===== src/rtl/fir_structs_pkg.sv =====
// ---------------------------------------------------------------------------
// fir_structs -- shared FIR type and constant definitions.
//
// Holds the coefficient-bank controller state encoding and the default tap
// count and coefficient width used by the FIR coefficient logic.
// ---------------------------------------------------------------------------
package fir_structs;

  localparam int NUM_TAPS_DEF = 24;
  localparam int COEF_W_DEF   = 18;

  typedef enum logic [1:0] {
    CoefIdle     = 2'd0,
    CoefLoading  = 2'd1,
    CoefSwapWait = 2'd2,
    CoefSwap     = 2'd3
  } coef_state_type;

endpackage : fir_structs


===== src/rtl/coef_bank.sv =====
// ---------------------------------------------------------------------------
// coef_bank -- shadow/active coefficient register pair.
//
// The shadow bank takes one coefficient per cycle while wr_en is high.
// copy_en transfers the whole shadow bank into the active bank in one edge,
// so the datapath only ever observes complete coefficient sets.
//
// Ports
//   clk          rising-edge clock
//   reset_n      asynchronous active-low reset, clears both banks
//   wr_en        write shadow[wr_idx] <= wr_data
//   wr_idx       shadow tap index (must be < NUM_TAPS when wr_en is high)
//   wr_data      coefficient value to write
//   copy_en      active <= shadow
//   active_coefs active bank, tap i at bits [i*COEF_W +: COEF_W]
// ---------------------------------------------------------------------------
module coef_bank
  import fir_structs::*;
#(
  parameter int NUM_TAPS = NUM_TAPS_DEF,
  parameter int COEF_W   = COEF_W_DEF,
  parameter int IDX_W    = $clog2(NUM_TAPS)
) (
  input  logic                         clk,
  input  logic                         reset_n,
  input  logic                         wr_en,
  input  logic [IDX_W-1:0]             wr_idx,
  input  logic [COEF_W-1:0]            wr_data,
  input  logic                         copy_en,
  output logic [NUM_TAPS*COEF_W-1:0]   active_coefs
);

  logic [COEF_W-1:0]          shadow [NUM_TAPS];
  logic [NUM_TAPS*COEF_W-1:0] active;

  always_ff @(posedge clk or negedge reset_n) begin
    if (!reset_n) begin
      for (int unsigned i = 0; i < NUM_TAPS; i++) begin
        shadow[i] <= '0;
      end
    end else if (wr_en) begin
      shadow[wr_idx] <= wr_data;
    end
  end

  always_ff @(posedge clk or negedge reset_n) begin
    if (!reset_n) begin
      active <= '0;
    end else if (copy_en) begin
      for (int unsigned i = 0; i < NUM_TAPS; i++) begin
        active[i*COEF_W +: COEF_W] <= shadow[i];
      end
    end
  end

  assign active_coefs = active;

endmodule : coef_bank


===== src/rtl/coef_bank_ctrl.sv =====
// ---------------------------------------------------------------------------
// coef_bank_ctrl -- double-buffered FIR coefficient bank controller.
//
// Coefficients are pushed one per cycle into a shadow bank. Once every tap
// index has been written at least once, the controller raises coef_hold,
// waits for the datapath to go idle, then copies the shadow bank into the
// active bank in a single cycle.
//
// Ports
//   clk           rising-edge clock
//   reset_n       asynchronous active-low reset
//   PushCoef      coefficient write strobe (one per cycle)
//   CoefIdx       tap index of the pushed coefficient
//   CoefData      pushed coefficient value
//   datapath_busy multiplier/accumulator is mid-sample
//   active_coefs  active bank, tap i at bits [i*COEF_W +: COEF_W]
//   coef_valid    active bank holds a complete set (sticky after first swap)
//   coef_hold     datapath must not start a new sample
//   coef_loading  shadow bank partially loaded
//   load_err      one-cycle pulse after a rejected push
// ---------------------------------------------------------------------------
module coef_bank_ctrl
  import fir_structs::*;
#(
  parameter int NUM_TAPS = NUM_TAPS_DEF,
  parameter int COEF_W   = COEF_W_DEF,
  parameter int IDX_W    = $clog2(NUM_TAPS)
) (
  input  logic                         clk,
  input  logic                         reset_n,
  input  logic                         PushCoef,
  input  logic [IDX_W-1:0]             CoefIdx,
  input  logic [COEF_W-1:0]            CoefData,
  input  logic                         datapath_busy,
  output logic [NUM_TAPS*COEF_W-1:0]   active_coefs,
  output logic                         coef_valid,
  output logic                         coef_hold,
  output logic                         coef_loading,
  output logic                         load_err
);

  localparam int               CNT_W    = $clog2(NUM_TAPS + 1);
  localparam logic [IDX_W:0]   TAPS_EXT = (IDX_W+1)'(NUM_TAPS);
  localparam logic [CNT_W-1:0] TAPS_CNT = CNT_W'(NUM_TAPS);

  coef_state_type    state, state_next;
  logic [NUM_TAPS-1:0] loaded_mask;
  logic [CNT_W-1:0]  load_cnt, cnt_next;
  logic              idx_ok, push_ok, push_err, new_tap, do_swap;

  // Only Idle and Loading accept pushes; everything else is an error.
  assign idx_ok   = ({1'b0, CoefIdx} < TAPS_EXT);
  assign push_ok  = PushCoef && idx_ok &&
                    ((state == CoefIdle) || (state == CoefLoading));
  assign push_err = PushCoef && !push_ok;
  // A repeated index overwrites the shadow entry but does not count again.
  assign new_tap  = push_ok && !loaded_mask[CoefIdx];
  assign cnt_next = load_cnt + CNT_W'(new_tap);
  assign do_swap  = (state == CoefSwap);

  always_ff @(posedge clk or negedge reset_n) begin
    if (!reset_n) begin
      state <= CoefIdle;
    end else begin
      state <= state_next;
    end
  end

  always_comb begin
    state_next   = state;
    coef_hold    = 1'b0;
    coef_loading = 1'b0;
    unique case (state)
      CoefIdle: begin
        if (push_ok) begin
          state_next = (cnt_next == TAPS_CNT) ? CoefSwapWait : CoefLoading;
        end
      end
      CoefLoading: begin
        coef_loading = 1'b1;
        if (push_ok && (cnt_next == TAPS_CNT)) begin
          state_next = CoefSwapWait;
        end
      end
      CoefSwapWait: begin
        coef_hold = 1'b1;
        if (!datapath_busy) begin
          state_next = CoefSwap;
        end
      end
      CoefSwap: begin
        coef_hold  = 1'b1;
        state_next = CoefIdle;
      end
      default: state_next = CoefIdle;
    endcase
  end

  always_ff @(posedge clk or negedge reset_n) begin
    if (!reset_n) begin
      loaded_mask <= '0;
      load_cnt    <= '0;
      coef_valid  <= 1'b0;
      load_err    <= 1'b0;
    end else begin
      load_err <= push_err;
      if (do_swap) begin
        loaded_mask <= '0;
        load_cnt    <= '0;
        coef_valid  <= 1'b1;
      end else if (push_ok) begin
        loaded_mask[CoefIdx] <= 1'b1;
        load_cnt             <= cnt_next;
      end
    end
  end

  coef_bank #(
    .NUM_TAPS (NUM_TAPS),
    .COEF_W   (COEF_W),
    .IDX_W    (IDX_W)
  ) u_coef_bank (
    .clk          (clk),
    .reset_n      (reset_n),
    .wr_en        (push_ok),
    .wr_idx       (CoefIdx),
    .wr_data      (CoefData),
    .copy_en      (do_swap),
    .active_coefs (active_coefs)
  );

endmodule : coef_bank_ctrl


===== config.mk =====
export PLATFORM = sky130hd
export DESIGN_NAME = coef_bank_ctrl
export DESIGN_NICKNAME = d
export VERILOG_FILES = /design/src/rtl/fir_structs_pkg.sv /design/src/rtl/coef_bank.sv /design/src/rtl/coef_bank_ctrl.sv
export SDC_FILE = /design/constraint.sdc
export NUM_CORES = 1
export LEC_CHECK = 0
export BUFFER_PORTS_ARGS = -buffer_cell sky130_fd_sc_hd__clkbuf_2
export CELL_PAD_IN_SITES_DETAIL_PLACEMENT = 0
export CELL_PAD_IN_SITES_GLOBAL_PLACEMENT = 2
export CORE_AREA = 2 2 287 289
export DETAILED_ROUTE_END_ITERATION = 8
export DIE_AREA = 0 0 289 291
export PLACE_DENSITY_LB_ADDON = 0.1
export SLEW_MARGIN = 25
export SYNTH_ARGS = -nofsm -noshare
export SYNTH_HDL_FRONTEND = slang
export SYNTH_SLANG_ARGS = --single-unit

===== constraint.sdc =====
create_clock -name clk -period 3.6 [get_ports clk]
set_input_delay 0.72 -clock clk [delete_from_list [all_inputs] [get_ports clk]]
set_output_delay 0.72 -clock clk [all_outputs]
set_load 0.01 [all_outputs]

After elaboration in Yosys (flattened, before gate mapping)
Cells that the tools add are included.
{ "word_totals": {"ff_bits": 897, "input_bits": 27, "out_inout_bits": 436, "word_cells": 77} }
{ "op_classes": {"n_eq_ne": 7, "n_lt_le_gt_ge": 5, "bitwise_logic": 2, "reduce_logical": 14, "mux": 18, "n_addsub": 1} }
{ "ops": {"columns": ["op", "n"], "rows": [
  ["bitwise mux 432 bit", 1],
  ["demux 18 bit (select 5 bit)", 1],
  ["two-way mux 24 bit", 2],
  ["OR 24 bit", 1],
  ["two-way mux 18 bit", 1],
  ["two-way mux 5 bit", 2],
  ["two-way mux 2 bit", 4],
  ["case mux 2 bit (4 select lines)", 1],
  ["logical AND 1 bit", 7],
  [">= comparator 6 bit (second input constant)", 1],
  ["less-than comparator 5 x 6 -> 1 bit (second input constant)", 1],
  ["less-than comparator 6 x 1 -> 1 bit (second input constant)", 1],
  ["NOT 5 -> 6 bit", 1],
  ["adder 5 x 1 -> 5 bit", 1],
  ["binary-select mux 1 bit (select 5 bit)", 1],
  ["demux 1 bit (select 5 bit)", 1],
  ["== test 5 bit (second input constant)", 1],
  [">= comparator 5 x 1 -> 1 bit (second input constant)", 1],
  ["less-than comparator 5 bit (second input constant)", 1],
  ["== test 2 bit (second input constant)", 2],
  ["two-way mux 1 bit", 4],
  ["inequality test 2 bit (second input constant)", 2],
  ["AND reduction 3 bit", 1],
  ["== test 2 x 1 -> 1 bit (second input constant)", 1],
  ["other kinds (6)", 7]
]} }

Depth between registers and ports, before layout
Gate-level depths: netlist of the first run.
{ "depth": {"ltp_word": 9, "mapped_depth": 15, "ltp_nobuf": 14} }

Modules after synthesis
From an unflattened synthesis of the first run, not the netlist that was laid out.
{ "hier_totals": {"cells_unflattened": 2059, "area_unflattened_um2": 34025.1} }
{ "by_module_without_submodules": {"columns": ["module", "instances", "area_per_inst_um2", "cells_per_inst", "seq_area_each_um2"], "rows": [
  ["coef_bank", 1, 32260.9, 1880, 21620.7],
  ["coef_bank_ctrl", 1, 1764.2, 179, 825.8]
]} }

Worst setup path after synthesis of the first run
OpenSTA, ideal clock, no wires.
{ "synth_path": {"kind": "input -> register", "start": "input port CoefIdx[0]", "end": "register state[1]", "arrival_time_ps": 3252, "t_required_ps": 3473, "path_stages": 12, "slack_ps": 221, "setup_time_ps": 127, "n_path_buf": 2, "cell_sequence": "clkbuf_1 clkbuf_1 mux4_2 a21oi_1 o311a_1 ha_1 ha_1 nor2_1 nand3_1 o211ai_1 a21oi_1 o21bai_1"} }
{ "synth_between": {"elab_chain_cells": 9, "elab_cells_between_ends": 16, "classes_between": "add/sub: 1; order compare: 1; eq/ne: 3; mux: 5; reduce/logical: 6"} }
{ "synth_lines": {"columns": ["item", "line_no", "source"], "rows": [
  ["start: declaration", "coef_bank_ctrl.sv:32", "input logic [IDX_W-1:0] CoefIdx,"],
  ["binary-select mux 1 bit (select 5 bit) / less-than comparator 5 bit (equally long branches)", "coef_bank_ctrl.sv:57, coef_bank_ctrl.sv:52", null],
  ["two-way mux 1 bit (implied by the code) / logical AND 1 bit (equally long branches)", "coef_bank_ctrl.sv:57, coef_bank_ctrl.sv:53", null],
  ["zero test 1 bit / logical AND 1 bit (equally long branches)", "coef_bank_ctrl.sv:57, coef_bank_ctrl.sv:53", null],
  ["logical AND 1 bit", "coef_bank_ctrl.sv:57", "assign new_tap = push_ok && !loaded_mask[CoefIdx];"],
  ["adder 5 x 1 -> 5 bit", "coef_bank_ctrl.sv:58", "assign cnt_next = load_cnt + CNT_W'(new_tap);"],
  ["== test 5 bit", "coef_bank_ctrl.sv:76, coef_bank_ctrl.sv:81", null],
  ["two-way mux 2 bit / logical AND 1 bit (equally long branches)", "coef_bank_ctrl.sv:76, coef_bank_ctrl.sv:81", null],
  ["two-way mux 2 bit / inequality test 2 x 1 -> 1 bit (equally long branches)", null, null],
  ["case mux 2 bit (4 select lines) / AND reduction 3 bit (equally long branches)", null, null],
  ["end signal: assignment", "coef_bank_ctrl.sv:63", "state <= CoefIdle;"],
  ["end signal: assignment", "coef_bank_ctrl.sv:65", "state <= state_next;"],
  ["end: declaration", "coef_bank_ctrl.sv:46", "coef_state_type state, state_next;"]
]} }
Several ways; a longest one is shown, not always the timed one. The select of a mux whose other input is x is not followed.
A chain may end at the register's enable or synchronous reset.

Worst setup path after layout of the first run
{ "layout_path": {"start": "register state[1]", "end": "register state[0]"} }
{ "layout_between": {"elab_chain_cells": 9, "elab_cells_between_ends": 17, "classes_between": "add/sub: 1; eq/ne: 7; mux: 3; reduce/logical: 6"} }
{ "layout_lines": {"columns": ["item", "line_no", "source"], "rows": [
  ["== test 2 x 1 -> 1 bit / zero test 2 bit (equally long branches)", "coef_bank_ctrl.sv:54, coef_bank_ctrl.sv:73", null],
  ["logical OR 1 bit", "coef_bank_ctrl.sv:54", "((state == CoefIdle) || (state == CoefLoading));"],
  ["logical AND 1 bit", "coef_bank_ctrl.sv:53", "assign push_ok = PushCoef && idx_ok &&"],
  ["logical AND 1 bit", "coef_bank_ctrl.sv:57", null],
  ["adder 5 x 1 -> 5 bit", "coef_bank_ctrl.sv:58", null],
  ["== test 5 bit", "coef_bank_ctrl.sv:76, coef_bank_ctrl.sv:81", null],
  ["two-way mux 2 bit / logical AND 1 bit (equally long branches)", "coef_bank_ctrl.sv:76, coef_bank_ctrl.sv:81", null],
  ["two-way mux 2 bit / inequality test 2 x 1 -> 1 bit (equally long branches)", null, null],
  ["case mux 2 bit (4 select lines) / AND reduction 3 bit (equally long branches)", null, null]
]} }
Several ways; a longest one is shown, not always the timed one. The select of a mux whose other input is x is not followed.

==> results of run 1 <==
[registers in the layout, summed over array words and instances, names as in the netlist]
signal and count:
u_coef_bank.shadow 432, load_cnt 5, coef_valid 1, loaded_mask 24, u_coef_bank.active_coefs 432, load_err 1
state 2
[power by group through the flow]
stage | logic [uW] | clock network (uW) | registers [uW]
final | 9200 | 10000 | 15700
after global placement | 9190 | 0 | 15800
after CTS | 9410 | 10300 | 15800
after detailed placement | 9380 | 0 | 16000
after global routing | 10000 | 10700 | 16200
after floorplan | 4800 | 0 | 16100
[routing by layer]
layer / global-route usage, % / vias to the layer above / part of all wire, %
met3: 5.74 / 96 / 6.4
met1: 27.2 / 10099 / 41
met2: 36.3 / 386 / 50
li1: - / 8240 / -
met4: 5.39 / 0 / 2.0
met5: 0 / - / 0
[timing repair]
action,4_1_cts,5_1_grt
setup buffers,0,0
resized for setup,0,0
hold endpoints to repair,2,0
hold buffers,1,0
[cells in the final DEF (no fill, tap or decap), types with 2 or more instances in the layout]
| master | count |
|---|---|
| dfrtp_1 | 897 |
| mux2_2 | 814 |
| clkbuf_2 | 461 |
| clkbuf_16 | 98 |
| mux2_1 | 50 |
| buf_4 | 42 |
| a21oi_1 | 33 |
| nor2_1 | 30 |
| clkbuf_8 | 25 |
| clkbuf_1 | 21 |
| nor2_2 | 17 |
| clkinv_2 | 15 |
| buf_12 | 14 |
| nand2_1 | 10 |
| o21ai_0 | 7 |
| bufinv_16 | 7 |
| mux2i_1 | 6 |
| nand2_4 | 6 |
| ha_1 | 6 |
| nor3_1 | 5 |
| mux4_2 | 4 |
| nor2b_1 | 4 |
| inv_1 | 4 |
| nand3_1 | 4 |
| diode_2 | 3 |
| nand3b_1 | 3 |
| nor3b_1 | 3 |
| nand2b_1 | 3 |
| or2_2 | 2 |
| inv_16 | 2 |
| inv_6 | 2 |
[cell families (layout without fill, tap and decap cells)]
group / after synthesis / in the layout / share of synthesized area, %
compound gates: 49 / 49 / 0.818
simple gates: 97 / 97 / 1.59
fa+ha+maj: 7 / 7 / 0.259
buf+inv: 130 / 695 / 1.65
mux: 875 / 875 / 29.3
flops: 897 / 897 / 66.4
other cells: 0 / 3 / 0
[worst register-to-register path, cell delays in order (launching register included)]
cell	delay [ns]
dfrtp_1	0.42
inv_1	0.19
ha_1	0.28
nor2_1	0.09
and2b_1	0.23
o311ai_0	0.14
a21oi_1	0.13
o311a_1	0.21
ha_1	0.21
ha_1	0.26
nor2_1	0.15
nand3_1	0.13
o21ai_0	0.24
a22o_1	0.19
a21oi_1	0.08
[final cells by class]
type | count | area (sq um)
multi-input combinational | 1028 | 10800
fill | 7039 | 40400
sequential | 897 | 22400
inverter | 4 | 15.0
antenna | 3 | 7.51
clock inverter | 28 | 367
timing repair buffer | 519 | 2930
clock buffer | 144 | 2880
tap | 1070 | 1340
[through the flow]
| stage | cell area, sq um | total power [uW] | util [%] | worst slack (ns) |
|---|---|---|---|---|
| floorplan | 33800 | 20900 | - | 0.221 |
| global placement | 37500 | 25000 | 46.2 | 0.291 |
| detailed placement | 37500 | 25400 | 46.2 | 0.269 |
| CTS | 40800 | 35600 | 50.3 | 0.545 |
| global route | 40800 | 36900 | 50.3 | 0.304 |
| finish | 40800 | 35000 | 50.3 | 0.538 |
[how the worst max path moves through the flow]
stage	from	to	slack [ns]	cells after the start
2_1_floorplan	CoefIdx[0]	state[1]	0.22	12
3_3_place_gp	CoefIdx[4]	state[0]	0.29	12
3_5_place_dp	CoefIdx[3]	state[0]	0.27	12
4_1_cts	state[1]	state[0]	0.55	14
5_1_grt	state[1]	state[0]	0.30	14
6_report	state[1]	state[0]	0.54	14
==> tab_implementation.tex, run 1 <==
\begin{tabular}{lr}
\hline
Metric & Value \\
\hline
\multicolumn{2}{l}{\textbf{Power and ir drop}} \\
\quad Switching power share of the total & 30.3\% \\
\quad Total net switching power & 10600 uW \\
\quad Share of power burned in registers & 45.0\% \\
\quad Leakage power of the design & 0.0209 uW \\
\quad Pwr per Cell Area & 857 nW/um\^{}2 \\
\quad Worst VDD drop & 0.411 mV \\
\quad Comb power frac & 26.3\% \\
\quad Internal power summed over all cells & 24400 uW \\
\quad Power share of the clock group & 28.6\% \\
\multicolumn{2}{l}{\textbf{Die}} \\
\quad Initial Utilization & 41.6\% \\
\quad Overall die width & 289 um \\
\quad Core footprint & 81200 sq um \\
\quad Die Span Y & 291 um \\
\quad Area of the die & 84100 sq um \\
\quad Number of ports placed on the die boundary & 463 \\
\quad Number of rows in the core area & 105 \\
\multicolumn{2}{l}{\textbf{Yosys}} \\
\quad Ranking of synthesized cells by area & dfrtp\_1 66\%, mux2\_2 27\%, mux2\_1 1.7\% \\
\quad Number of enable-type register cells in the synthesized netlist & 0 \\
\quad Portion of the post-synthesis area used by sequential elements & 66.4\% \\
\quad Synthesis-stage register bit count & 897 \\
\quad Synth Warn \# & 0 \\
\quad Main synth FF type & dfrtp\_1 \\
\quad Net count after synthesis & 2089 \\
\quad Total standard cell area after synthesis & 33800 sq um \\
\quad Most used standard cell by instance count after synthesis & dfrtp\_1 \\
\quad Top cell type by total area after synthesis & dfrtp\_1 \\
\quad Post-synth cell types & 43 \\
\quad Area share of the leading cell type in the synthesized netlist & 66.4\% \\
\quad Cell count after synthesis & 2055 \\
\quad Asr flop ratio synth & 100\% \\
\quad Synth Area per Inst & 16.4 sq um \\
\quad Most used standard cells in the synthesized netlist & 897 x dfrtp\_1, 814 x mux2\_2, 98 x clkbuf\_1, 50 x mux2\_1, 37 x nor2\_1 \\
\multicolumn{2}{l}{\textbf{Hold path}} \\
\quad Worst min-delay path category & in2reg \\
\quad Number of instances on the worst hold path & 2 \\
\quad Hold\_sp & PushCoef \\
\quad Endpoint of the worst hold path & load\_err \\
\multicolumn{2}{l}{\textbf{Placed design}} \\
\quad Total half-perimeter wirelength after legalization and detailed placement & 57.6 mm \\
\quad Final Wtd Congestion & 0.799 \\
\quad Number of I/O port buffers & 462 \\
\quad Cell count after placement & 3517 \\
\multicolumn{2}{l}{\textbf{Worst setup path}} \\
\quad Cell repeated most along the worst path & ha\_1 \\
\quad CP top delay family & compound AO/OA/AOI/OAI gates \\
\quad Reg-to-reg setup timing slack & 0.54 ns \\
\quad Required time at the worst-slack endpoint & 4.11 ns \\
\quad Reg-to-reg critical path endpoint & state[0] \\
\quad Worst flop-to-flop path startpoint & state[1] \\
\quad Worst-path fanout max & 5 \\
\quad List of cells traversed by the critical path & inv\_1 -> ha\_1 -> nor2\_1 -> and2b\_1 -> o311ai\_0 -> a21oi\_1 -> o311a\_1 -> ha\_1 -> ha\_1 -> nor2\_1 -> nand3\_1 -> o21ai\_0 -> a22o\_1 -> a21oi\_1 \\
\quad R2r worst-path depth & 14 \\
\quad Arrival time of data at the critical path endpoint & 3.57 ns \\
\quad CP Capture Type & register \\
\quad Worst setup path category & reg2reg \\
\quad Type of element launching the critical path & register \\
\quad Highest-delay cell along the critical path & dfrtp\_1 \\
\quad Buffering stage count on the worst path with inverters included & 1 \\
\quad Largest incremental delay on the critical path & 0.42 ns \\
\multicolumn{2}{l}{\textbf{Drt}} \\
\quad Detail Route Antenna Nets & 0 \\
\quad Overall via count from detail\_route & 18821 \\
\quad DRC violation count after routing & 0 \\
\quad Number of optimization iterations in the first detailed-route pass & 5 \\
\quad Starting DRC count in detailed routing & 890 \\
\quad Total routed wirelength & 88.7 mm \\
\quad Via-to-Cell Ratio & 5.10 \\
\quad Detailed-route wire length per cell & 24.0 um \\
\multicolumn{2}{l}{\textbf{Run}} \\
\quad Number of max-capacitance violations reported & 0 \\
\multicolumn{2}{l}{\textbf{Clock network}} \\
\quad Number of sinks on the clock net & 897 \\
\quad Clock tree from TritonCTS & done \\
\quad CTS HTree Levels & 3 \\
\quad Clock transition at path regs & 0.06 ns \\
\quad Buffers from clock root to sink, at most & 3 \\
\quad Total clock buffers created by CTS & 96 \\
\quad Insertion delay to the later sink of the worst-skew pair & 0.64 ns \\
\quad CTS Root Cell & clkbuf\_16 \\
\multicolumn{2}{l}{\textbf{GRT}} \\
\quad Antenna violations before repair & 3 \\
\quad Via count of the first global-routing pass & 20492 \\
\quad GRT Resource Usage Total & 21.4\% \\
\quad Maximum number of pins on one net before global-route repair & 134 \\
\quad Global-route wire length before repair & 135 mm \\
\quad Overflow left after global routing & 0 \\
\multicolumn{2}{l}{\textbf{Finish}} \\
\quad Fraction of layout cells with a size suffix above 1 & 57.9\% \\
\quad Number of standard cells in the layout, taps in and fillers out & 3693 \\
\quad Layout overhead on the synthesized area & 20.7\% \\
\quad Number of nets in the layout & 2580 \\
\multicolumn{2}{l}{\textbf{STA}} \\
\quad Worst clock skew & 0.0148 ns \\
\quad Final-report max-slew violation count & 0 \\
\quad Max Clock Freq & 327 MHz \\
\quad Setup total negative slack & 0 ns \\
\quad Unrepaired setup endpoints after global routing & false \\
\quad Tightest slew margin relative to the limit & 30.3\% \\
\quad Number of endpoints with negative hold slack in the final report & 0 \\
\quad Transition at the pin with the smallest max-transition slack & 1.05 ns \\
\quad Ratio of final minimum period to clock period & 85.1\% \\
\quad Hold\_ws & 0.332 ns \\
\quad Min cycle time layout & 3.06 ns \\
\quad \# setup viols final & 0 \\
\multicolumn{2}{l}{\textbf{Run status}} \\
\quad Outcome & completed \\
\hline
\end{tabular}
Note: power is estimated with default switching activity, not from simulation.
==> inputs of run 2 (changes only) <==
--- a/config.mk
+++ b/config.mk
@@ -12,6 +12,7 @@
 export DETAILED_ROUTE_END_ITERATION = 8
 export DIE_AREA = 0 0 289 291
 export PLACE_DENSITY_LB_ADDON = 0.1
+export SKIP_LAST_GASP = 1
 export SLEW_MARGIN = 25
 export SYNTH_ARGS = -nofsm -noshare
 export SYNTH_HDL_FRONTEND = slang
==> constraint.sdc (replaced) <==
create_clock -name clk -period 3.6 [get_ports clk]
set_input_delay 0.54 -clock clk [delete_from_list [all_inputs] [get_ports clk]]
set_output_delay 0.54 -clock clk [all_outputs]
set_load 0.01 [all_outputs]
==> run 2 against run 1 <==
Critical path depth did not move. Sequential cell count did not move. Largest power group unchanged. Total power fell by 0.51%. First-iteration DRC count fell by 17%.
==> tab_implementation.tex, run 2 (synthesis results as in run 1) <==
\begin{tabular}{lr}
\hline
Metric & Value \\
\hline
\multicolumn{2}{l}{\textbf{Clock network}} \\
\quad CTS HTree Levels & 3 (unchanged) \\
\quad Number of sinks on the clock net & 897 (unchanged) \\
\quad Buffers from clock root to sink, at most & 3 (unchanged) \\
\quad Total clock buffers created by CTS & 96 (unchanged) \\
\quad CTS Root Cell & clkbuf\_16 \\
\quad Insertion delay to the later sink of the worst-skew pair & 0.65 ns (about the same) \\
\quad Clock transition at path regs & 0.06 ns (about the same) \\
\quad Clock tree from TritonCTS & done \\
\quad Post-CTS Repair Setup Buffers & 0 (unchanged) \\
\multicolumn{2}{l}{\textbf{Worst setup path}} \\
\quad R2r worst-path depth & 14 (unchanged) \\
\quad Worst flop-to-flop path startpoint & state[1] \\
\quad Worst-path fanout max & 6 (+1) \\
\quad Arrival time of data at the critical path endpoint & 3.72 ns (+0.15 ns) \\
\quad Reg-to-reg critical path endpoint & state[0] \\
\quad Type of element launching the critical path & register \\
\quad Worst setup path category & reg2reg \\
\quad CP Capture Type & register \\
\quad Crit path launch & state[1] \\
\quad Required time at the worst-slack endpoint & 4.11 ns (about the same) \\
\quad Reg-to-reg setup timing slack & 0.39 ns (-0.14 ns) \\
\multicolumn{2}{l}{\textbf{Drt}} \\
\quad Routed wl met2 & 44.5 mm (-0.30\%) \\
\quad Via-to-Cell Ratio & 5.11 (+0.33\%) \\
\quad Starting DRC count in detailed routing & 743 (-17\%) \\
\quad Met1 wire length & 36.6 mm (-0.42\%) \\
\quad Total routed wirelength & 88.6 mm (about the same) \\
\quad Number of optimization iterations in the first detailed-route pass & 5 (unchanged) \\
\quad Detailed-routed wire length on met3 & 5.65 mm (-0.28\%) \\
\quad Uppermost layer routed & met4 \\
\quad Overall via count from detail\_route & 18940 (+0.63\%) \\
\quad Detail Route Antenna Nets & 0 (unchanged) \\
\quad DRC violation count after routing & 0 (unchanged) \\
\quad Detailed-route wire length per cell & 23.9 um (-0.37\%) \\
\multicolumn{2}{l}{\textbf{Power and ir drop}} \\
\quad Switching power share of the total & 30.5\% (+0.23 points) \\
\quad Power share of the clock group & 28.2\% (-0.4 points) \\
\quad Total net switching power & 10600 uW (+0.23\%) \\
\quad Share of power burned in registers & 45.3\% (+0.3 points) \\
\quad Pwr per Cell Area & 852 nW/um\^{}2 (-0.54\%) \\
\quad Total power after layout & 34800 uW (-0.51\%) \\
\quad Internal power summed over all cells & 24200 uW (-0.84\%) \\
\quad Leakage power of the design & 0.0209 uW (+0.13\%) \\
\quad Comb power frac & 26.5\% (+0.2 points) \\
\quad Worst VDD drop & 0.431 mV (+4.9\%) \\
\multicolumn{2}{l}{\textbf{STA}} \\
\quad Final-report max-slew violation count & 0 (unchanged) \\
\quad Max Clock Freq & 312 MHz (-4.5\%) \\
\quad Min cycle time layout & 3.21 ns (+0.144 ns) \\
\quad Number of endpoints with negative hold slack in the final report & 0 (unchanged) \\
\quad Setup total negative slack & 0 ns (unchanged) \\
\quad Worst clock skew & 0.0241 ns (+0.00931 ns) \\
\quad Ratio of final minimum period to clock period & 89.1\% (+4.0 points) \\
\quad \# setup viols final & 0 (unchanged) \\
\quad Tightest slew margin relative to the limit & 29.6\% (-0.65 points) \\
\quad Hold\_ws & 0.165 ns (-0.167 ns) \\
\quad Unrepaired setup endpoints after global routing & false \\
\quad Transition at the pin with the smallest max-transition slack & 1.06 ns (+0.00979 ns) \\
\multicolumn{2}{l}{\textbf{Run}} \\
\quad Number of max-capacitance violations reported & 0 (unchanged) \\
\multicolumn{2}{l}{\textbf{GRT}} \\
\quad GRT Resource Usage Total & 21.4\% (-0.028 points) \\
\quad Global-route wire length before repair & 135 mm (about the same) \\
\quad Via count of the first global-routing pass & 20439 (-0.26\%) \\
\quad Maximum number of pins on one net before global-route repair & 110 (-18\%) \\
\quad Overflow left after global routing & 0 (unchanged) \\
\quad Antenna violations before repair & 5 (+2) \\
\multicolumn{2}{l}{\textbf{Die}} \\
\quad Number of rows in the core area & 105 (unchanged) \\
\quad Overall die width & 289 um (unchanged) \\
\quad Die Span Y & 291 um (unchanged) \\
\quad Initial Utilization & 41.6\% (unchanged) \\
\quad Core footprint & 81200 sq um (unchanged) \\
\quad Area of the die & 84100 sq um (unchanged) \\
\quad Number of ports placed on the die boundary & 463 (unchanged) \\
\multicolumn{2}{l}{\textbf{Placed design}} \\
\quad Placed standard-cell area & 37600 sq um (+0.24\%) \\
\quad Final Wtd Congestion & 0.769 (-3.7\%) \\
\quad Number of I/O port buffers & 462 (unchanged) \\
\quad Total half-perimeter wirelength after legalization and detailed placement & 58.1 mm (+0.84\%) \\
\multicolumn{2}{l}{\textbf{Finish}} \\
\quad Design Area, Final & 40800 sq um (about the same) \\
\quad Most frequent standard cell in the layout excluding fill and tap cells & dfrtp\_1 \\
\quad Layout overhead on the synthesized area & 20.8\% (about the same) \\
\quad Number of nets in the layout & 2591 (+0.43\%) \\
\quad Fraction of layout cells with a size suffix above 1 & 58.0\% (about the same) \\
\quad Highest-count cells in the layout ignoring fill and taps & 897 x dfrtp\_1, 814 x mux2\_2, 461 x clkbuf\_2 \\
\multicolumn{2}{l}{\textbf{Hold path}} \\
\quad Worst min-delay path category & in2reg \\
\quad Number of instances on the worst hold path & 2 (unchanged) \\
\quad Hold\_sp & PushCoef \\
\quad Endpoint of the worst hold path & load\_err \\
\multicolumn{2}{l}{\textbf{Run status}} \\
\quad Outcome & completed \\
\hline
\end{tabular}
-- run 2: cell types whose count changed in the layout (fill, tap and decap cells not counted), sizes merged --
cell,delta
clkinvlp,-1
buf,+11
clkinv,+3
clkbuf,+3
diode,-2
bufinv,-3
-- run 2: repair_timing --
item,4_1_cts,5_1_grt
hold endpoints to repair,9,0
hold buffers,1,0
gates resized for setup,0,0
setup endpoints to repair,0,0
-- run 2: worst max-delay path, cell delays in order, from the launching register on --
cell and delay, ns:
dfrtp_1 0.42, inv_1 0.19, ha_1 0.27, nor2_1 0.08
and2b_1 0.31, o311ai_0 0.17, a21oi_1 0.14, o311a_1 0.20
ha_1 0.22, ha_1 0.26, nor2_1 0.17, nand3_1 0.14
o21ai_0 0.27, a22o_1 0.19, a21oi_1 0.06
-- run 2: per-layer routing --
layer	vias to the layer above	track usage [%]
met5	-	0
met4	0	6.07
met3	110	5.93
met2	408	36.1
met1	10175	26.9
li1	8247	-
-- run 2: power groups by stage --
stage	clock, uW	sequential (uW)	combinational, uW
6_report	9800	15800	9210
5_1_grt	10500	16200	10000
3_5_place_dp	0	16000	9390
2_1_floorplan	0	16100	4800
3_3_place_gp	0	15900	9220
4_1_cts	10100	15800	9420
-- run 2: worst max path at each step --
stage / depth (start not counted) / slack, ns / to
4_1_cts: 14 / 0.44 / state[1]
3_3_place_gp: 13 / 0.33 / state[1]
6_report: 14 / 0.39 / state[0]
3_5_place_dp: 13 / 0.34 / state[1]
2_1_floorplan: 12 / 0.40 / state[1]
5_1_grt: 14 / 0.06 / state[0]
-- run 2: through the flow --
stage               cells  setup WS, ns  util, %
floorplan            2055         0.401        -
global placement     3528         0.329     46.4
detailed placement   3528         0.341     46.4
CTS                  3703         0.439     50.3
global route         3703        0.0641     50.3
finish               3704         0.394     50.3
-- run 2: cell type report --
class | instances | area, sq um
fillers | 7029 | 40400
flip-flops and latches | 897 | 22400
multi-input cells | 1028 | 10800
repair buffers | 530 | 3020
clock buffers | 147 | 2880
well taps | 1070 | 1340
clock inverters | 27 | 288
inverters | 4 | 15.0
diodes | 1 | 2.50
==> inputs of run 3 (changes only) <==
--- a/config.mk
+++ b/config.mk
@@ -11,7 +11,7 @@
 export CORE_AREA = 2 2 287 289
 export DETAILED_ROUTE_END_ITERATION = 8
 export DIE_AREA = 0 0 289 291
-export PLACE_DENSITY_LB_ADDON = 0.1
+export PLACE_DENSITY = 0.87
 export SKIP_LAST_GASP = 1
 export SLEW_MARGIN = 25
 export SYNTH_ARGS = -nofsm -noshare
==> run 3 against run 2 <==
Combinational power rose by 1%. Clock-buffer cell count decreased by 13. Design area about the same. Critical endpoint unchanged. Highest routed layer unchanged.
==> tab_implementation.tex, run 3 (synthesis results as in run 1) <==
\begin{tabular}{lr}
\hline
Metric & Value \\
\hline
\multicolumn{2}{l}{\textbf{GRT}} \\
\quad Antenna violations before repair & 4 (-1) \\
\quad GRT Resource Usage Total & 20.7\% (-0.71 points) \\
\quad Maximum number of pins on one net before global-route repair & 126 (+15\%) \\
\quad Global-route wire length before repair & 131 mm (-2.5\%) \\
\quad Overflow left after global routing & 0 (unchanged) \\
\quad Via count of the first global-routing pass & 20507 (+0.33\%) \\
\multicolumn{2}{l}{\textbf{STA}} \\
\quad Worst clock skew & 0.0254 ns (+0.00129 ns) \\
\quad Setup total negative slack & 0 ns (unchanged) \\
\quad Number of endpoints with negative hold slack in the final report & 0 (unchanged) \\
\quad Max Clock Freq & 313 MHz (+0.37\%) \\
\quad \# setup viols final & 0 (unchanged) \\
\quad Ratio of final minimum period to clock period & 88.7\% (-0.33 points) \\
\quad Min cycle time layout & 3.19 ns (-0.0119 ns) \\
\quad Hold\_ws & 0.201 ns (+0.0359 ns) \\
\quad Final-report max-slew violation count & 0 (unchanged) \\
\quad Unrepaired setup endpoints after global routing & false \\
\quad Transition at the pin with the smallest max-transition slack & 1.00 ns (-0.0519 ns) \\
\quad Tightest slew margin relative to the limit & 33.1\% (+3.5 points) \\
\multicolumn{2}{l}{\textbf{Worst setup path}} \\
\quad Type of element launching the critical path & register \\
\quad CP Capture Type & register \\
\quad Reg-to-reg critical path endpoint & state[0] \\
\quad Worst flop-to-flop path startpoint & state[1] \\
\quad Highest-delay cell along the critical path & dfrtp\_1 \\
\quad Largest incremental delay on the critical path & 0.43 ns (about the same) \\
\quad Worst setup path category & reg2reg \\
\quad R2r worst-path depth & 14 (unchanged) \\
\quad Arrival time of data at the critical path endpoint & 3.71 ns (about the same) \\
\quad Cell repeated most along the worst path & ha\_1 \\
\quad Reg-to-reg setup timing slack & 0.41 ns (about the same) \\
\quad List of cells traversed by the critical path & inv\_1 -> ha\_1 -> nor2\_1 -> and2b\_1 -> o311ai\_0 -> a21oi\_1 -> o311a\_1 -> ha\_1 -> ha\_1 -> nor2\_1 -> nand3\_1 -> o21ai\_0 -> a22o\_1 -> a21oi\_1 \\
\quad Required time at the worst-slack endpoint & 4.11 ns (about the same) \\
\quad Worst-path fanout max & 6 (unchanged) \\
\multicolumn{2}{l}{\textbf{Hold path}} \\
\quad Number of instances on the worst hold path & 2 (unchanged) \\
\quad Endpoint of the worst hold path & load\_err \\
\quad Worst min-delay path category & in2reg \\
\quad Hold\_sp & PushCoef \\
\multicolumn{2}{l}{\textbf{Finish}} \\
\quad Fill cells & 6858 (-2.4\%) \\
\quad Combined area of the multi-input logic cells & 10800 sq um (unchanged) \\
\quad Layout overhead on the synthesized area & 20.8\% (about the same) \\
\quad Number of nets in the layout & 2581 (-0.39\%) \\
\quad Register area & 22400 sq um (unchanged) \\
\quad Fraction of layout cells with a size suffix above 1 & 58.1\% (+0.16 points) \\
\quad Most frequent standard cell in the layout excluding fill and tap cells & dfrtp\_1 \\
\quad Highest-count cells in the layout ignoring fill and taps & 897 x dfrtp\_1, 814 x mux2\_2, 461 x clkbuf\_2 \\
\multicolumn{2}{l}{\textbf{Die}} \\
\quad Initial Utilization & 41.6\% (unchanged) \\
\quad Die Span Y & 291 um (unchanged) \\
\quad Number of ports placed on the die boundary & 463 (unchanged) \\
\quad Area of the die & 84100 sq um (unchanged) \\
\quad Number of rows in the core area & 105 (unchanged) \\
\quad Core footprint & 81200 sq um (unchanged) \\
\quad Overall die width & 289 um (unchanged) \\
\multicolumn{2}{l}{\textbf{Drt}} \\
\quad Starting DRC count in detailed routing & 762 (+2.6\%) \\
\quad Detail Route Antenna Nets & 0 (unchanged) \\
\quad Detailed-routed wire length on met3 & 4.32 mm (-24\%) \\
\quad Uppermost layer routed & met4 \\
\quad DRC violation count after routing & 0 (unchanged) \\
\quad Met1 wire length & 34.9 mm (-4.5\%) \\
\quad Detailed-route wire length per cell & 23.4 um (-2.1\%) \\
\quad Via-to-Cell Ratio & 5.14 (+0.49\%) \\
\quad Routed wl met2 & 44.2 mm (-0.62\%) \\
\quad Total routed wirelength & 86.6 mm (-2.3\%) \\
\quad Number of optimization iterations in the first detailed-route pass & 4 (-1) \\
\quad Overall via count from detail\_route & 18997 (+0.30\%) \\
\multicolumn{2}{l}{\textbf{Power and ir drop}} \\
\quad Total net switching power & 10700 uW (+0.74\%) \\
\quad Internal power summed over all cells & 24300 uW (+0.69\%) \\
\quad Worst VDD drop & 0.444 mV (+2.9\%) \\
\quad Share of power burned in registers & 45.1\% (-0.2 points) \\
\quad Leakage power of the design & 0.0209 uW (-0.15\%) \\
\quad Pwr per Cell Area & 858 nW/um\^{}2 (+0.70\%) \\
\quad Comb power frac & 26.6\% (about the same) \\
\quad Switching power share of the total & 30.5\% (about the same) \\
\quad Power share of the clock group & 28.4\% (+0.2 points) \\
\multicolumn{2}{l}{\textbf{Run}} \\
\quad Number of max-capacitance violations reported & 0 (unchanged) \\
\multicolumn{2}{l}{\textbf{Clock network}} \\
\quad Buffers from clock root to sink, at most & 3 (unchanged) \\
\quad Total of cells resized after clock tree synthesis & 0 (unchanged) \\
\quad Clock transition at path regs & 0.06 ns (about the same) \\
\quad Clock tree from TritonCTS & done \\
\quad Number of sinks on the clock net & 897 (unchanged) \\
\quad CTS Root Cell & clkbuf\_16 \\
\quad Insertion delay to the later sink of the worst-skew pair & 0.64 ns (about the same) \\
\quad Total clock buffers created by CTS & 94 (-2.1\%) \\
\quad CTS HTree Levels & 3 (unchanged) \\
\multicolumn{2}{l}{\textbf{Placed design}} \\
\quad Number of I/O port buffers & 462 (unchanged) \\
\quad Final Wtd Congestion & 0.827 (+7.5\%) \\
\quad Total half-perimeter wirelength after legalization and detailed placement & 57.9 mm (-0.33\%) \\
\multicolumn{2}{l}{\textbf{Run status}} \\
\quad Outcome & completed \\
\hline
\end{tabular}
-- run 3: per-stage QoR --
stage	power, uW	setup slack [ns]	cell area (sq um)	std cells	utilization [%]
after CTS	35500	0.409	40800	3694	50.3
after detailed placement	25400	0.443	37600	3520	46.3
after global routing	36800	0.198	40800	3694	50.3
after global placement	25000	0.440	37600	3520	46.3
final	35000	0.406	40800	3697	50.3
after floorplan	20900	0.401	33800	2055	-
-- run 3: area by class of cell --
type,instances,area share (%)
multi-input cells,1028,26.5
clock buffers,134,6.75
flip-flops and latches,897,55.0
diodes,3,0.0184
well taps,1070,3.28
inverters,4,0.0368
clock inverters,39,1.20
repair buffers,522,7.20
-- run 3: worst max path at each step --
stage | start | to | slack [ns] | depth (start not counted)
6_report | state[1] | state[0] | 0.41 | 14
4_1_cts | state[1] | state[1] | 0.41 | 14
5_1_grt | state[1] | state[0] | 0.20 | 14
2_1_floorplan | CoefIdx[0] | state[1] | 0.40 | 12
3_3_place_gp | CoefIdx[0] | state[0] | 0.44 | 12
3_5_place_dp | state[1] | state[1] | 0.44 | 14
-- run 3: worst max-delay path: cells and delay by family, from the launching register on --
kind	cells	cell delay, ns
AOI/OAI and AO/OA	6	1.04
adders and majority gates	3	0.73
buffers and inverters	1	0.18
DFF	1	0.43
and+or+nand+nor	4	0.70
-- run 3: power by group through the flow --
| stage | Combinational [uW] | Sequential (uW) | Clock [uW] |
|---|---|---|---|
| finish | 9300 | 15800 | 9940 |
| detailed placement | 9420 | 16000 | 0 |
| CTS | 9460 | 15800 | 10200 |
| global placement | 9200 | 15800 | 0 |
| global route | 10000 | 16200 | 10600 |
| floorplan | 4800 | 16100 | 0 |
-- run 3: layer usage --
layer	GRT usage (%)	vias to the layer above
met4	8.37	0
li1	-	8237
met2	35.1	418
met5	0	-
met3	4.33	154
met1	25.7	10188
-- run 3: repair_timing --
item	CTS	global route
hold endpoints to repair	44	0
buffers inserted	0	0
hold buffers	1	0
